**config.mk**
```make
export PLATFORM = sky130hd
export DESIGN_NAME = uart_tx_ctrl
export DESIGN_NICKNAME = d
export VERILOG_FILES = /design/src/rtl/uart_pkg.sv /design/src/rtl/uart_baud_cnt.sv /design/src/rtl/uart_tx_ctrl.sv
export SDC_FILE = /design/constraint.sdc
export NUM_CORES = 1
export LEC_CHECK = 0
export BUFFER_PORTS_ARGS = -buffer_cell sky130_fd_sc_hd__buf_2
export CAP_MARGIN = 5
export CORE_ASPECT_RATIO = 1.25
export CORE_MARGIN = 8
export CORE_UTILIZATION = 25
export CTS_BUF_LIST = sky130_fd_sc_hd__clkbuf_8
export DETAILED_ROUTE_END_ITERATION = 16
export HOLD_SLACK_MARGIN = 0.12
export MAX_ROUTING_LAYER = met4
export SYNTH_ARGS = -nofsm -noshare
export SYNTH_HDL_FRONTEND = slang
export SYNTH_SLANG_ARGS = --single-unit
```
**constraint.sdc**
```tcl
create_clock -name clk -period 4.1 [get_ports clk]
set_input_delay 0.82 -clock clk [delete_from_list [all_inputs] [get_ports clk]]
set_output_delay 0.82 -clock clk [all_outputs]
set_load 0.01 [all_outputs]
```
**src/rtl/uart_pkg.sv**
```systemverilog
// Shared UART definitions: transmitter state encoding and default frame geometry.
package uart_pkg;

  typedef enum logic [1:0] {
    IDLE  = 2'd0,
    START = 2'd1,
    DATA  = 2'd2,
    STOP  = 2'd3
  } tx_state_t;

  localparam int DEF_FRAME_WIDTH  = 8;
  localparam int DEF_CLKS_PER_BIT = 16;

endpackage

```
**src/rtl/uart_baud_cnt.sv**
```systemverilog
// Baud counter: runs 0..CLKS_PER_BIT-1 while enabled, flags the last cycle of each bit.
module uart_baud_cnt #(
  parameter int CLKS_PER_BIT = 16,
  parameter int CNT_WIDTH    = $clog2(CLKS_PER_BIT)
) (
  input  logic clk,
  input  logic rst,
  input  logic en,
  output logic bit_end
);

  logic [CNT_WIDTH-1:0] cnt_reg;
  logic [CNT_WIDTH-1:0] cnt_next;

  assign bit_end = en && (cnt_reg == CNT_WIDTH'(CLKS_PER_BIT - 1));

  // Wraps to 0 on every bit boundary and parks at 0 whenever disabled.
  always_comb begin
    cnt_next = '0;
    if (en && !bit_end) begin
      cnt_next = cnt_reg + 1'b1;
    end
  end

  always_ff @(posedge clk or negedge rst) begin
    if (!rst) begin
      cnt_reg <= '0;
    end else begin
      cnt_reg <= cnt_next;
    end
  end

endmodule

```
**src/rtl/uart_tx_ctrl.sv**
```systemverilog
// UART transmit controller: valid/ready byte intake, 8N1-style framing, LSB first.
module uart_tx_ctrl
  import uart_pkg::*;
#(
  parameter int FRAME_WIDTH  = DEF_FRAME_WIDTH,
  parameter int CLKS_PER_BIT = DEF_CLKS_PER_BIT,
  parameter int CNT_WIDTH    = $clog2(CLKS_PER_BIT)
) (
  input  logic                   clk,
  input  logic                   rst,
  input  logic [FRAME_WIDTH-1:0] tx_data,
  input  logic                   tx_valid,
  output logic                   tx_ready,
  output logic                   tx_load,
  output logic                   tx_ser,
  output logic                   tx_busy,
  output logic                   tx_done
);

  localparam int IDX_W = (FRAME_WIDTH > 1) ? $clog2(FRAME_WIDTH) : 1;

  tx_state_t              state_reg, state_next;
  logic [IDX_W-1:0]       idx_reg, idx_next;
  logic [FRAME_WIDTH-1:0] shift_reg, shift_next;
  logic [FRAME_WIDTH-1:0] shift_dn;
  logic                   ser_reg, ser_next;
  logic                   done_reg, done_next;
  logic                   accept;
  logic                   bit_end;

  assign tx_ready = (state_reg == IDLE);
  // Gated by rst so no load strobe escapes while the block is held in reset.
  assign accept   = tx_valid && tx_ready && rst;
  assign tx_load  = accept;
  assign tx_busy  = (state_reg == START) || (state_reg == DATA) || (state_reg == STOP);
  assign tx_ser   = ser_reg;
  assign tx_done  = done_reg;

  uart_baud_cnt #(
    .CLKS_PER_BIT (CLKS_PER_BIT),
    .CNT_WIDTH    (CNT_WIDTH)
  ) u_baud_cnt (
    .clk     (clk),
    .rst     (rst),
    .en      (tx_busy),
    .bit_end (bit_end)
  );

  // One-place right shift of the frame register, zero fill at the MSB.
  for (genvar gi = 0; gi < FRAME_WIDTH; gi++) begin : g_shift
    if (gi == FRAME_WIDTH - 1) begin : g_msb
      assign shift_dn[gi] = 1'b0;
    end else begin : g_mid
      assign shift_dn[gi] = shift_reg[gi+1];
    end
  end

  // tx_ser is computed one cycle ahead so the line comes straight from a flop.
  always_comb begin
    state_next = state_reg;
    idx_next   = idx_reg;
    shift_next = shift_reg;
    ser_next   = ser_reg;
    done_next  = 1'b0;
    case (state_reg)
      IDLE: begin
        ser_next = 1'b1;
        if (accept) begin
          shift_next = tx_data;
          idx_next   = '0;
          ser_next   = 1'b0;
          state_next = START;
        end
      end
      START: begin
        if (bit_end) begin
          ser_next   = shift_reg[0];
          state_next = DATA;
        end
      end
      DATA: begin
        if (bit_end) begin
          if (idx_reg == IDX_W'(FRAME_WIDTH - 1)) begin
            idx_next   = '0;
            ser_next   = 1'b1;
            state_next = STOP;
          end else begin
            idx_next   = idx_reg + 1'b1;
            shift_next = shift_dn;
            ser_next   = shift_dn[0];
          end
        end
      end
      STOP: begin
        if (bit_end) begin
          done_next  = 1'b1;
          state_next = IDLE;
        end
      end
      default: begin
        ser_next   = 1'b1;
        idx_next   = '0;
        state_next = IDLE;
      end
    endcase
  end

  always_ff @(posedge clk or negedge rst) begin
    if (!rst) begin
      state_reg <= IDLE;
      idx_reg   <= '0;
      shift_reg <= '0;
      ser_reg   <= 1'b1;
      done_reg  <= 1'b0;
    end else begin
      state_reg <= state_next;
      idx_reg   <= idx_next;
      shift_reg <= shift_next;
      ser_reg   <= ser_next;
      done_reg  <= done_next;
    end
  end

endmodule

```
==> metrics.sh, run 1 <==
STATUS='complete, no violations'
ANTENNA_VIOLATIONS_BEFORE_REPAIR=0
CRIT_PATH_MAX_FANOUT=21
PWR-SHARE-COMB_PCT=47.5
ACHIEVABLE-FREQUENCY_MHz=409.7
FIN_CRIT_SH_PCT=59.53
FINAL.SETUP.TNS_NS=0
IR_WORST_VDD_mV=0.1989
PLACEMENTROWS=26
FINAL-SEQ-AREA_UM2=476.7
CTS-HTREE-LEVELS=1
FINAL_LAYOUT_SIZE_SUFFIX_GT1_SHARE_PCT=22.03
MULTIINPUTGATEAREA_UM2=548.0
GLOBALROUTE.TOTALOVERFLOW=0
POWER_LEAKAGE_uW=0.0005895
POST-ROUTE-DRC-COUNT=0
POST_SYNTHESIS_CELL_AREA_UM2=1065
SYNTH_LARGEST_AREA_CELL='sky130_fd_sc_hd__dfrtp_1'
TRACK_USAGE_PCT=7.916
CRITICAL_PATH.SLOWEST_CELL='sky130_fd_sc_hd__buf_2'
TOTALWIRELENGTH_UM=2407
FINAL-MAX-SLEW-VIOLATION-COUNT=0
INSERTED_CLOCK_BUFFERS=3
FINAL_COMMON_CELL='sky130_fd_sc_hd__dfrtp_1'
I_O_PIN_CNT=16
NUMBER_OF_VIAS_PER_CELL_AFTER_DETAILED_ROUTING=4.943
SYN-MEAN-INSTANCE-AREA_UM2=10.34
WORST_PATH_LARGEST_CELL_DELAY_NS=0.40
WORST_PIN_SLEW_NS=0.6485
CTS_BUFFER_DEPTH=2
REL_SLEW_SLACK_PCT=56.76
NETS=139
SEQUENTIALPOWERSHARE_PCT=37.1
WORSTPATHCELLLIST='buf_2, nand3_1, inv_1, buf_2'
SYNTH.AREA.TOP_CELLS='sky130_fd_sc_hd__dfrtp_1 42%, sky130_fd_sc_hd__ha_1 11%, sky130_fd_sc_hd__o22ai_1 7.6%, sky130_fd_sc_hd__a22o_1 6.6%, sky130_fd_sc_hd__a21oi_1 5.2%'
CTS_TREE='done'
DIE_X_UM=74.37
POST_SYNTH_INST_COUNT=103
DESIGN.CORE.AREA_UM2=4099
STARTPOINT_TYPE='input pin'
POWER.SHARE.SWITCHING_PCT=40.22
CP_DATA_REQUIRED_TIME_NS=3.28
FINAL-INSTANCE-COUNT-EXCL-FILL=174
SYNTHESIS.NETS=123
DR.PASS1.ITERS=4
WORST-R2R-CELL-COUNT=6
CP.ARRIVAL_NS=1.62
START_UTIL_PCT=25.98
NUM-FILL-CELLS=461
P_CLK_SHARE_PCT=15.3
GLOBALROUTEMET1UTIL_PCT=9.133
SYNTH_ENABLE_FLOP_CELLS=0
CELL_WITH_THE_MOST_INSTANCES_ON_THE_WORST_PATH='sky130_fd_sc_hd__buf_2'
CTS-RESIZED-GATES=0
WORSTREG2REGEND='shift_reg[3]'
FINALSETUPVIOLATIONS=0
POST_DRT_WL_PER_CELL_UM=13.83
GRTUSAGEMET3_PCT=2.245
FINAL_CRITICAL_PATH_TIME_INCLUDING_I_O_DELAYS_AND_SETUP_NS=2.441
GLOBALPLACE.CONGESTION=0.8284
MAX_REG_FLOPS=8
POST-PLACE-CELLS=170
NETLIST-CELL-TYPE-COUNT=29
POSTSYNTHREGISTERBITS=19
GLOBALROUTE.BUSIESTLAYER='met2'
PATH_CLK_SLEW_NS=0.07
SYNTH_SEQUENTIAL_AREA_RATIO_PCT=44.77
SYNTH_ASYNC_SR_FLOP_SHARE_PCT=100.0
ANTENNA_VIOLATING_NETS_LEFT=0
ENDPOINT_KIND='output pin'
CLK_LATENCY_NS=0.26
CELLINTERNALPOWER_uW=498.3
FLOORPLAN.DIE.HEIGHT_UM=88.97
SYNTH_TOP_AREA_SHARE_PCT=42.30
CLOCK_SKEW_NS=0.003632
WORSTREG2REGSTART='state_reg[0]'
YOSYS_WARNINGS=0
GRT.MET2_USAGE_PCT=12.63
FIN_TOTAL_PWR_uW=833.7
POST-DP-HPWL_UM=1780
HOLD_BUFFERS=0
CTS.SINKS=19
AREA_GROWTH_SYN_TO_LAYOUT_PCT=16.22
COMMONEST_CELLS_AFTER_ROUTING_FILL_AND_TAPS_ASIDE='18 x sky130_fd_sc_hd__dfrtp_1, 15 x sky130_fd_sc_hd__buf_2, 13 x sky130_fd_sc_hd__o22ai_1, 11 x sky130_fd_sc_hd__a21oi_1, 9 x sky130_fd_sc_hd__ha_1'
DIODES=0
PWR_PER_CELL_AREA_nW_PER_UM2=673.7
NUM_VIAS=860
DRT_ITER0_DRC=35
DRV_CAP=0
RSZ0062_AT_GRT='no'
GRT_PASS1_WL_UM=4029
DESIGN.DIE.AREA_UM2=6616
SYNTHFLOPTYPE='sky130_fd_sc_hd__dfrtp_1'
RRSETUPSLACK_NS=1.90
HOLD_STARTPOINT='u_baud_cnt.cnt_reg[0]'
PORT_BUFFERS=15
CTS.REPAIR_TIMING.SETUP_BUFFER_COUNT=0
NUMBER_OF_GLOBAL_ROUTE_VIAS_BEFORE_REPAIR=904
HOLD_DEPTH=1
HOLD_PATH_END='u_baud_cnt.cnt_reg[0]'
CTS-ROOT-BUF='sky130_fd_sc_hd__clkbuf_8'
MAXIMUM_NUMBER_OF_PINS_ON_ONE_NET_BEFORE_GLOBAL_ROUTE_REPAIR=22
WORSTHOLDPATHTYPE='flop to flop'
FINALHOLDVIOLCOUNT=0
POWER.SWITCHING_uW=335.3
WORST-SETUP-PATH-TYPE='input pin to output pin'
[cells in the mapped netlist, drive strengths merged (2+ instances only)]
| master | n |
|---|---|
| inv | 6 |
| a22o | 8 |
| and3 | 2 |
| nand4b | 2 |
| or2 | 3 |
| a21oi | 11 |
| nand2 | 2 |
| o21ai | 4 |
| ha | 9 |
| o22ai | 13 |
| mux2 | 2 |
| dfrtp | 18 |
| nor2 | 7 |
| clkbuf | 2 |
| buf | 2 |
[worst max-delay path: cells and delay by family]
family	cells	cell delay [ns]
buf+inv	3	0.60
simple gates	1	0.20
[power by group through the flow]
| stage | Clock (uW) | Combinational, uW | Sequential, uW |
|---|---|---|---|
| global placement | 0 | 388 | 307 |
| finish | 128 | 396 | 309 |
| CTS | 134 | 400 | 309 |
| floorplan | 0 | 310 | 301 |
| detailed placement | 0 | 396 | 312 |
| global route | 142 | 441 | 319 |
[kinds of logic (layout without fill, tap and decap cells)]
family | count (synthesis) | after routing | synth area share (%)
AO/OA/AOI/OAI | 41 | 41 | 25.97
AND/OR/NAND/NOR | 21 | 21 | 11.99
flip-flops | 19 | 19 | 44.77
buffers and inverters | 10 | 25 | 3.760
adder cells (fa/ha/maj) | 9 | 9 | 10.58
multiplexers | 2 | 2 | 2.115
XOR/XNOR | 1 | 1 | 0.8227
[worst max path at each step]
stage | startpoint | end | slack, ns | cells past startpoint
5_1_grt | rst | tx_load | 1.53 | 4
3_3_place_gp | rst | tx_load | 1.67 | 4
2_1_floorplan | rst | tx_load | 2.27 | 2
6_report | rst | tx_load | 1.66 | 4
4_1_cts | rst | tx_load | 1.62 | 4
3_5_place_dp | rst | tx_load | 1.62 | 4
[per-layer routing]
| metal | part of all wire (%) | wire [um] | vias to the layer above |
|---|---|---|---|
| met5 | 0 | 0 | - |
| met1 | 45 | 1091 | 420 |
| met2 | 49 | 1186 | 20 |
| met3 | 3.7 | 90 | 6 |
| li1 | - | - | 414 |
| met4 | 1.6 | 39 | 0 |
[stage by stage]
step           hold WS (ns)  setup WS (ns)  cell area [um^2]  utilization [%]
2_1_floorplan        0.4626          2.270              1065                -
3_3_place_gp         0.4890          1.674              1192            29.09
3_5_place_dp         0.4922          1.625              1192            29.09
4_1_cts              0.5107          1.617              1237            30.19
5_1_grt              0.5310          1.531              1237            30.19
6_report             0.5039          1.659              1237            30.19
[cell type report]
type	instances	share of cell area, %
sequential	19	38.52
clock inverter	1	0.3033
clock buffer	3	3.337
tap	56	5.662
timing repair buffer	15	6.067
multi-input combinational	74	44.29
inverter	6	1.820
No activity file was read; power rests on OpenSTA's default activity.
==> run 2: changes to the inputs <==
--- a/config.mk
+++ b/config.mk
@@ -5,6 +5,7 @@
 export SDC_FILE = /design/constraint.sdc
 export NUM_CORES = 1
 export LEC_CHECK = 0
+export ABC_AREA = 1
 export BUFFER_PORTS_ARGS = -buffer_cell sky130_fd_sc_hd__buf_2
 export CAP_MARGIN = 5
 export CORE_ASPECT_RATIO = 1.25
==> constraint.sdc (replaced) <==
create_clock -name clk -period 2 [get_ports clk]
set_input_delay 0.4 -clock clk [delete_from_list [all_inputs] [get_ports clk]]
set_output_delay 0.4 -clock clk [all_outputs]
set_load 0.01 [all_outputs]
==> metrics.sh, run 2 <==
CLOCK_SKEW_NS=0.001273  # was 0.003632 ns
POST_DRT_WL_PER_CELL_UM=10.69  # was 13.83 um
FINAL-MAX-SLEW-VIOLATION-COUNT=0  # unchanged
CTS.REPAIR_TIMING.SETUP_BUFFER_COUNT=0  # unchanged
REL_SLEW_SLACK_PCT=82.02  # was 56.76%
CLK_LATENCY_NS=0.25  # was 0.26 ns
STARTPOINT_TYPE='input pin'  # unchanged
PATH_CLK_SLEW_NS=0.07  # about the same
SYNTH_ASYNC_SR_FLOP_SHARE_PCT=100.0  # unchanged
NUM_VIAS=920  # was 860
CP.ARRIVAL_NS=1.43  # was 1.62 ns
FIN_CRIT_SH_PCT=91.60
DRT_ITER0_DRC=48  # was 35
SYNTH_LARGEST_AREA_CELL='sky130_fd_sc_hd__dfrtp_1'  # unchanged
WORST-SETUP-PATH-TYPE='input pin to output pin'  # unchanged
FINAL.SETUP.TNS_NS=0  # unchanged
CTS-ROOT-BUF='sky130_fd_sc_hd__clkbuf_8'  # unchanged
RRSETUPSLACK_NS=0.34  # was 1.90 ns
PORT_BUFFERS=15  # unchanged
SYNTHMOSTINSTANTIATEDCELL='sky130_fd_sc_hd__nand2_1'  # was sky130_fd_sc_hd__dfrtp_1
DIODES=0  # unchanged
SYNTH.AREA.TOP_CELLS='sky130_fd_sc_hd__dfrtp_1 41%, sky130_fd_sc_hd__nand2_1 20%, sky130_fd_sc_hd__ha_1 10%, sky130_fd_sc_hd__nand3_1 6.0%, sky130_fd_sc_hd__inv_1 3.1%'  # was sky130_fd_sc_hd__dfrtp_1 42%, sky130_fd_sc_hd__ha_1 11%, sky130_fd_sc_hd__o22ai_1 7.6%, sky130_fd_sc_hd__a22o_1 6.6%, sky130_fd_sc_hd__a21oi_1 5.2%
ENDPOINT_KIND='output pin'  # unchanged
SYNTHESIS.NETS=158  # was 123
GLOBALROUTE.TOTALOVERFLOW=0  # unchanged
CRITICAL_PATH.N_BUFFERS_INVERTERS=4  # was 3
POWER_LEAKAGE_uW=0.0007421  # was 0.0005895 uW
TRACK_USAGE_PCT=7.920  # was 7.916%
FINAL_COMMON_CELL='sky130_fd_sc_hd__nand2_1'  # was sky130_fd_sc_hd__dfrtp_1
POST_SYNTHESIS_CELL_AREA_UM2=1089  # was 1065 um^2
FINAL.HOLD.WORST_SLACK_NS=0.3734  # was 0.5039 ns
STATUS='complete, no violations'  # unchanged
ACHIEVABLE-FREQUENCY_MHz=545.9
WORST-R2R-CELL-COUNT=8  # was 6
SYNTH_COMMONEST_CELLS='59 x sky130_fd_sc_hd__nand2_1, 18 x sky130_fd_sc_hd__dfrtp_1, 13 x sky130_fd_sc_hd__nand3_1'  # was 18 x sky130_fd_sc_hd__dfrtp_1, 13 x sky130_fd_sc_hd__o22ai_1, 11 x sky130_fd_sc_hd__a21oi_1
CRIT_PATH_END='tx_load'  # unchanged
IR_WORST_VDD_mV=0.3565  # was 0.1989 mV
GRT_PASS1_WL_UM=4098  # was 4029 um
YOSYS_WARNINGS=0  # unchanged
CTS_TREE='done'  # unchanged
INSERTED_CLOCK_BUFFERS=3  # unchanged
AREA_GROWTH_SYN_TO_LAYOUT_PCT=18.74  # was 16.22%
POST-DP-HPWL_UM=1791  # was 1780 um
POST-ROUTE-DRC-COUNT=0  # unchanged
HOLD_STARTPOINT='tx_data[7]'  # was u_baud_cnt.cnt_reg[0]
ANTENNA_VIOLATIONS_BEFORE_REPAIR=0  # unchanged
RSZ0062_AT_GRT='no'  # unchanged
WORSTREG2REGEND='shift_reg[2]'  # was shift_reg[3]
ANTENNA_VIOLATING_NETS_LEFT=0  # unchanged
SYNTH_ENABLE_FLOP_CELLS=0  # unchanged
GLOBALPLACE.CONGESTION=0.7770  # was 0.8284
START_UTIL_PCT=25.37  # was 25.98%
CTS_BUFFER_DEPTH=2  # unchanged
NUMBER_OF_GLOBAL_ROUTE_VIAS_BEFORE_REPAIR=910  # was 904
FINAL_CRITICAL_PATH_TIME_INCLUDING_I_O_DELAYS_AND_SETUP_NS=1.832
CTS-HTREE-LEVELS=1  # unchanged
WORSTSETUPSTARTPOINT='rst'  # unchanged
FINALHOLDVIOLCOUNT=0  # unchanged
NETLIST-CELL-TYPE-COUNT=21  # was 29
WORST_PIN_SLEW_NS=0.2686  # was 0.6485 ns
FINAL_LAYOUT_SIZE_SUFFIX_GT1_SHARE_PCT=17.72  # was 22.03%
TOTALWIRELENGTH_UM=2309  # was 2407 um
CRIT_PATH_MAX_FANOUT=11  # was 21
PWR_PER_CELL_AREA_nW_PER_UM2=1503  # was 673.7 nW/um^2
FINALSETUPVIOLATIONS=0  # unchanged
COMMONEST_CELLS_AFTER_ROUTING_FILL_AND_TAPS_ASIDE='59 x sky130_fd_sc_hd__nand2_1, 18 x sky130_fd_sc_hd__dfrtp_1, 14 x sky130_fd_sc_hd__buf_2, 13 x sky130_fd_sc_hd__nand3_1, 10 x sky130_fd_sc_hd__inv_1'  # was 18 x sky130_fd_sc_hd__dfrtp_1, 15 x sky130_fd_sc_hd__buf_2, 13 x sky130_fd_sc_hd__o22ai_1, 11 x sky130_fd_sc_hd__a21oi_1, 9 x sky130_fd_sc_hd__ha_1
DESIGN.DIE.AREA_UM2=6735  # was 6616 um^2
FLOORPLAN.DIE.HEIGHT_UM=89.78  # was 88.97 um
MAX_REG_FLOPS=8  # unchanged
NETS=179  # was 139
CRITICAL_PATH.TOP_DELAY_FAMILY='buffers and inverters'  # unchanged
DESIGN.CORE.AREA_UM2=4290  # was 4099 um^2
POST_SYNTH_INST_COUNT=138  # was 103
I_O_PIN_CNT=16  # unchanged
WORSTREG2REGSTART='state_reg[0]'  # unchanged
POSTSYNTHREGISTERBITS=19  # unchanged
MAXIMUM_NUMBER_OF_PINS_ON_ONE_NET_BEFORE_GLOBAL_ROUTE_REPAIR=15  # was 22
CRITICAL_PATH_DEPTH=5  # was 4
UTILIZATION_PCT=30.13  # was 30.19%
NUMBER_OF_VIAS_PER_CELL_AFTER_DETAILED_ROUTING=4.259  # was 4.943
DRV_CAP=0  # unchanged
CRITICAL_PATH.SLOWEST_CELL='sky130_fd_sc_hd__dlygate4sd3_1'  # was sky130_fd_sc_hd__buf_2
PLACEMENTROWS=27  # was 26
SYNTHFLOPTYPE='sky130_fd_sc_hd__dfrtp_1'  # unchanged
DR.PASS1.ITERS=4  # unchanged
WORSTHOLDPATHTYPE='input pin to flop'  # was flop to flop
SYN-MEAN-INSTANCE-AREA_UM2=7.888  # was 10.34 um^2
SYNTH_TOP_AREA_SHARE_PCT=41.38  # was 42.30%
FIN_TOTAL_PWR_uW=1943  # was 833.7 uW
SYNTH_SEQUENTIAL_AREA_RATIO_PCT=43.79  # was 44.77%
WORSTPATHCELLLIST='dlygate4sd3_1, clkbuf_4, nand3_1, inv_1, buf_2'  # was buf_2, nand3_1, inv_1, buf_2
HOLD_DEPTH=3  # was 1
CP_DATA_REQUIRED_TIME_NS=1.60  # was 3.28 ns
WORST_PATH_LARGEST_CELL_DELAY_NS=0.52  # was 0.40 ns
DIE_X_UM=75.02  # was 74.37 um
CTS.SINKS=19  # unchanged
[run 2: cell type report]
class                           count  area, um^2
Inverter                           10       37.54
Fill cell                         484        2998
Sequential cell                    19       476.7
Timing Repair Buffer               19       110.1
Tap cell                           58       72.57
Clock buffer                        3       41.29
Multi-Input combinational cell    106       550.5
Clock inverter                      1       3.754
[run 2: metrics by stage]
stage	setup slack, ns	instance area, um^2	instances
final	0.1680	1292	216
after global routing	0.06046	1292	216
after CTS	0.1005	1290	216
after detailed placement	0.3113	1235	211
after global placement	0.4054	1235	211
after floorplan	0.5300	1089	138
[run 2: repair_timing]
item | in CTS | in global routing
resized for setup | 0 | 1
setup endpoints to repair | 0 | 1
hold buffers | 1 | 0
endpoints found under the hold margin | 7 | 0
[run 2: worst min-delay path by stage]
| stage | endpoint | slack [ns] |
|---|---|---|
| global placement | tx_done | 0.28 |
| detailed placement | idx_reg[2] | 0.29 |
| global route | shift_reg[7] | 0.38 |
| finish | shift_reg[7] | 0.37 |
| CTS | shift_reg[7] | 0.37 |
| floorplan | idx_reg[0] | 0.10 |
[run 2: routing by layer]
| layer | track usage (%) | wire [um] | vias to the layer above |
|---|---|---|---|
| li1 | - | - | 479 |
| met2 | 11.42 | 1106 | 17 |
| met5 | - | 0 | - |
| met1 | 9.836 | 1036 | 419 |
| met4 | 3.443 | 40 | 0 |
| met3 | 2.333 | 125 | 5 |
[run 2: worst reg2reg max path: cells and delay by family, from the launching register on]
family,cells,cell delay [ns]
adder cells (fa/ha/maj),1,0.20
AND/OR/NAND/NOR,4,0.47
buffers and inverters,2,0.21
flip-flops,1,0.41
AO/OA/AOI/OAI,1,0.27
[run 2: cells by family (layout without fill, tap and decap cells)]
kind of cell | after synthesis | in the layout | synth area share [%]
AO/OA/AOI/OAI | 9 | 9 | 5.517
AND/OR/NAND/NOR | 87 | 87 | 33.91
flip-flops | 19 | 19 | 43.79
XOR/XNOR | 1 | 1 | 0.8047
buffers and inverters | 13 | 33 | 5.631
adder cells (fa/ha/maj) | 9 | 9 | 10.35
[run 2: power by group]
part           leakage [uW]  switching [uW]  internal (uW)  total [uW]
Combinational      0.000472             659            364        1020
Clock             0.0000269             124            137         261
Sequential         0.000243             108            552         660
==> run 3: changes to the inputs <==
--- a/config.mk
+++ b/config.mk
@@ -8,6 +8,8 @@
 export ABC_AREA = 1
 export BUFFER_PORTS_ARGS = -buffer_cell sky130_fd_sc_hd__buf_2
 export CAP_MARGIN = 5
+export CELL_PAD_IN_SITES_DETAIL_PLACEMENT = 0
+export CELL_PAD_IN_SITES_GLOBAL_PLACEMENT = 1
 export CORE_ASPECT_RATIO = 1.25
 export CORE_MARGIN = 8
 export CORE_UTILIZATION = 25
@@ -15,6 +17,7 @@
 export DETAILED_ROUTE_END_ITERATION = 16
 export HOLD_SLACK_MARGIN = 0.12
 export MAX_ROUTING_LAYER = met4
+export PLACE_DENSITY_LB_ADDON = 0.1
 export SYNTH_ARGS = -nofsm -noshare
 export SYNTH_HDL_FRONTEND = slang
 export SYNTH_SLANG_ARGS = --single-unit
==> metrics.sh, run 3 (synthesized netlist as in run 2, its figures left out) <==
ENDPOINT_KIND='output pin'  # unchanged
WORSTHOLDPATHTYPE='input pin to flop'  # unchanged
POST-ROUTE-DRC-COUNT=0  # unchanged
CTS-ROOT-BUF='sky130_fd_sc_hd__clkbuf_8'  # unchanged
CELLINTERNALPOWER_uW=1055  # was 1052 uW
FINAL-MAX-SLEW-VIOLATION-COUNT=0  # unchanged
WORSTREG2REGEND='shift_reg[7]'  # was shift_reg[2]
IR_WORST_VDD_mV=0.4067  # was 0.3565 mV
PWR_PER_CELL_AREA_nW_PER_UM2=1527  # was 1503 nW/um^2
P_CLK_SHARE_PCT=14.0  # was 13.4%
ANTENNA_VIOLATING_NETS_LEFT=0  # unchanged
PLACEMENTROWS=27  # unchanged
FINALHOLDVIOLCOUNT=0  # unchanged
I_O_PIN_CNT=16  # unchanged
COMMONEST_CELLS_AFTER_ROUTING_FILL_AND_TAPS_ASIDE='59 x sky130_fd_sc_hd__nand2_1, 18 x sky130_fd_sc_hd__dfrtp_1, 15 x sky130_fd_sc_hd__buf_2, 13 x sky130_fd_sc_hd__nand3_1'  # was 59 x sky130_fd_sc_hd__nand2_1, 18 x sky130_fd_sc_hd__dfrtp_1, 14 x sky130_fd_sc_hd__buf_2, 13 x sky130_fd_sc_hd__nand3_1, 10 x sky130_fd_sc_hd__inv_1
POWER_LEAKAGE_uW=0.0007400  # was 0.0007421 uW
MAXIMUM_NUMBER_OF_PINS_ON_ONE_NET_BEFORE_GLOBAL_ROUTE_REPAIR=15  # unchanged
DRT_ITER0_DRC=31  # was 48
POST-DP-HPWL_UM=2007  # was 1791 um
STATUS='complete, no violations'  # unchanged
PATH_CLK_SLEW_NS=0.07  # about the same
FINAL.HOLD.WORST_SLACK_NS=0.3681  # was 0.3734 ns
DRV_CAP=0  # unchanged
POWER.SWITCHING_uW=916.0  # was 890.6 uW
CP.ARRIVAL_NS=1.47  # was 1.43 ns
NUMBER_OF_GLOBAL_ROUTE_VIAS_BEFORE_REPAIR=961  # was 910
RRSETUPSLACK_NS=0.29  # was 0.34 ns
DIE_X_UM=75.02  # unchanged
TOTALWIRELENGTH_UM=2655  # was 2309 um
CTS-HTREE-LEVELS=1  # unchanged
AREA_GROWTH_SYN_TO_LAYOUT_PCT=18.62  # was 18.74%
MAX_REG_FLOPS=8  # unchanged
CRIT_PATH_MAX_FANOUT=9  # was 11
REL_SLEW_SLACK_PCT=81.43  # was 82.02%
GLOBALPLACE.CONGESTION=0.7561  # was 0.7770
WORST_PIN_SLEW_NS=0.2775  # was 0.2686 ns
RSZ0062_AT_GRT='no'  # unchanged
GRT_PASS1_WL_UM=4567  # was 4098 um
POST_DRT_WL_PER_CELL_UM=12.29  # was 10.69 um
NUM_VIAS=918  # was 920
CTS.SINKS=19  # unchanged
FINAL_CRITICAL_PATH_TIME_INCLUDING_I_O_DELAYS_AND_SETUP_NS=1.872  # was 1.832 ns
DIODES=0  # unchanged
WORSTSETUPSTARTPOINT='rst'  # unchanged
ANTENNA_VIOLATIONS_BEFORE_REPAIR=0  # unchanged
NETS=179  # unchanged
WORST-R2R-CELL-COUNT=8  # unchanged
HOLD_BUFFERS=1  # unchanged
CTS-RESIZED-GATES=0  # unchanged
SEQUENTIALPOWERSHARE_PCT=33.3  # was 33.9%
FINALSETUPVIOLATIONS=0  # unchanged
FIN_CRIT_SH_PCT=93.58  # was 91.60%
NUMBER_OF_VIAS_PER_CELL_AFTER_DETAILED_ROUTING=4.250  # was 4.259
PWR-SHARE-COMB_PCT=52.7  # was 52.6%
NUM-FILL-CELLS=479  # was 484
FLOORPLAN.DIE.HEIGHT_UM=89.78  # unchanged
GLOBALROUTE.TOTALOVERFLOW=0  # unchanged
CTS.REPAIR_TIMING.SETUP_BUFFER_COUNT=0  # unchanged
WORST-SETUP-PATH-TYPE='input pin to output pin'  # unchanged
CTS_BUFFER_DEPTH=2  # unchanged
CTS_TREE='done'  # unchanged
CLK_LATENCY_NS=0.26  # was 0.25 ns
ACHIEVABLE-FREQUENCY_MHz=534.3  # was 545.9 MHz
TRACK_USAGE_PCT=9.050  # was 7.920%
CLOCK_SKEW_NS=0.005506  # was 0.001273 ns
FINAL.SETUP.TNS_NS=0  # unchanged
PORT_BUFFERS=15  # unchanged
INSERTED_CLOCK_BUFFERS=3  # unchanged
DESIGN.DIE.AREA_UM2=6735  # unchanged
POWER.SHARE.SWITCHING_PCT=46.47  # was 45.83%
START_UTIL_PCT=25.37  # unchanged
DR.PASS1.ITERS=3  # was 4
STARTPOINT_TYPE='input pin'  # unchanged
CRIT_PATH_END='tx_load'  # unchanged
DESIGN.CORE.AREA_UM2=4290  # unchanged
FINAL_COMMON_CELL='sky130_fd_sc_hd__nand2_1'  # unchanged
FINAL_LAYOUT_SIZE_SUFFIX_GT1_SHARE_PCT=18.35  # was 17.72%
CP_DATA_REQUIRED_TIME_NS=1.60  # about the same
WORSTREG2REGSTART='state_reg[0]'  # unchanged
run 3: cell count changes in the layout (fill, tap and decap cells not counted), sizes merged:
cell	change
buf	+1
clkbuf	-1
clkinv	+1
inv	-1
run 3: worst min path at each step:
stage               start      endpoint  slack (ns)  cells past startpoint
2_1_floorplan         rst    idx_reg[0]        0.10                      0
3_3_place_gp          rst  state_reg[1]        0.27                      1
3_5_place_dp          rst  state_reg[1]        0.27                      1
4_1_cts        tx_data[7]  shift_reg[7]        0.36                      3
5_1_grt        tx_data[7]  shift_reg[7]        0.38                      3
6_report       tx_data[7]  shift_reg[7]        0.37                      3
run 3: power by group through the flow:
stage	combinational, uW	clock [uW]	sequential, uW
after detailed placement	1070	0	664
after CTS	1070	294	656
after floorplan	797	0	645
after global placement	1080	0	663
after global routing	1230	306	680
final	1040	275	657
run 3: layout make-up:
cell class	count	area [um^2]	area share, %
Clock buffer	3	41.29	3.198
Clock inverter	1	5.005	0.3876
Inverter	10	37.54	2.907
Multi-Input combinational cell	106	550.5	42.64
Sequential cell	19	476.7	36.92
Tap cell	58	72.57	5.620
Timing Repair Buffer	19	107.6	8.333
run 3: routing by layer:
| layer | share of wire (%) | GRT usage, % | vias up |
|---|---|---|---|
| met5 | 0 | - | - |
| met4 | 2.1 | 4.590 | 0 |
| met3 | 3.4 | 2.000 | 5 |
| met2 | 47 | 14.09 | 17 |
| met1 | 47 | 10.42 | 417 |
| li1 | - | - | 479 |
run 3: per-stage QoR:
stage | std cells | total power (uW) | utilization (%) | worst slack [ns] | cell area [um^2]
5_1_grt | 216 | 2216 | 30.10 | 0.04357 | 1291
3_5_place_dp | 211 | 1730 | 28.78 | 0.2837 | 1235
6_report | 216 | 1971 | 30.10 | 0.1284 | 1291
4_1_cts | 216 | 2022 | 30.10 | 0.1011 | 1291
2_1_floorplan | 138 | 1442 | - | 0.5300 | 1089
3_3_place_gp | 211 | 1742 | 28.78 | 0.3329 | 1235
run 3: critical path, cell delays in order:
cell and delay [ns]:
sky130_fd_sc_hd__dlygate4sd3_1 0.52, sky130_fd_sc_hd__buf_2 0.24, sky130_fd_sc_hd__nand3_1 0.10, sky130_fd_sc_hd__inv_1 0.08, sky130_fd_sc_hd__buf_2 0.13
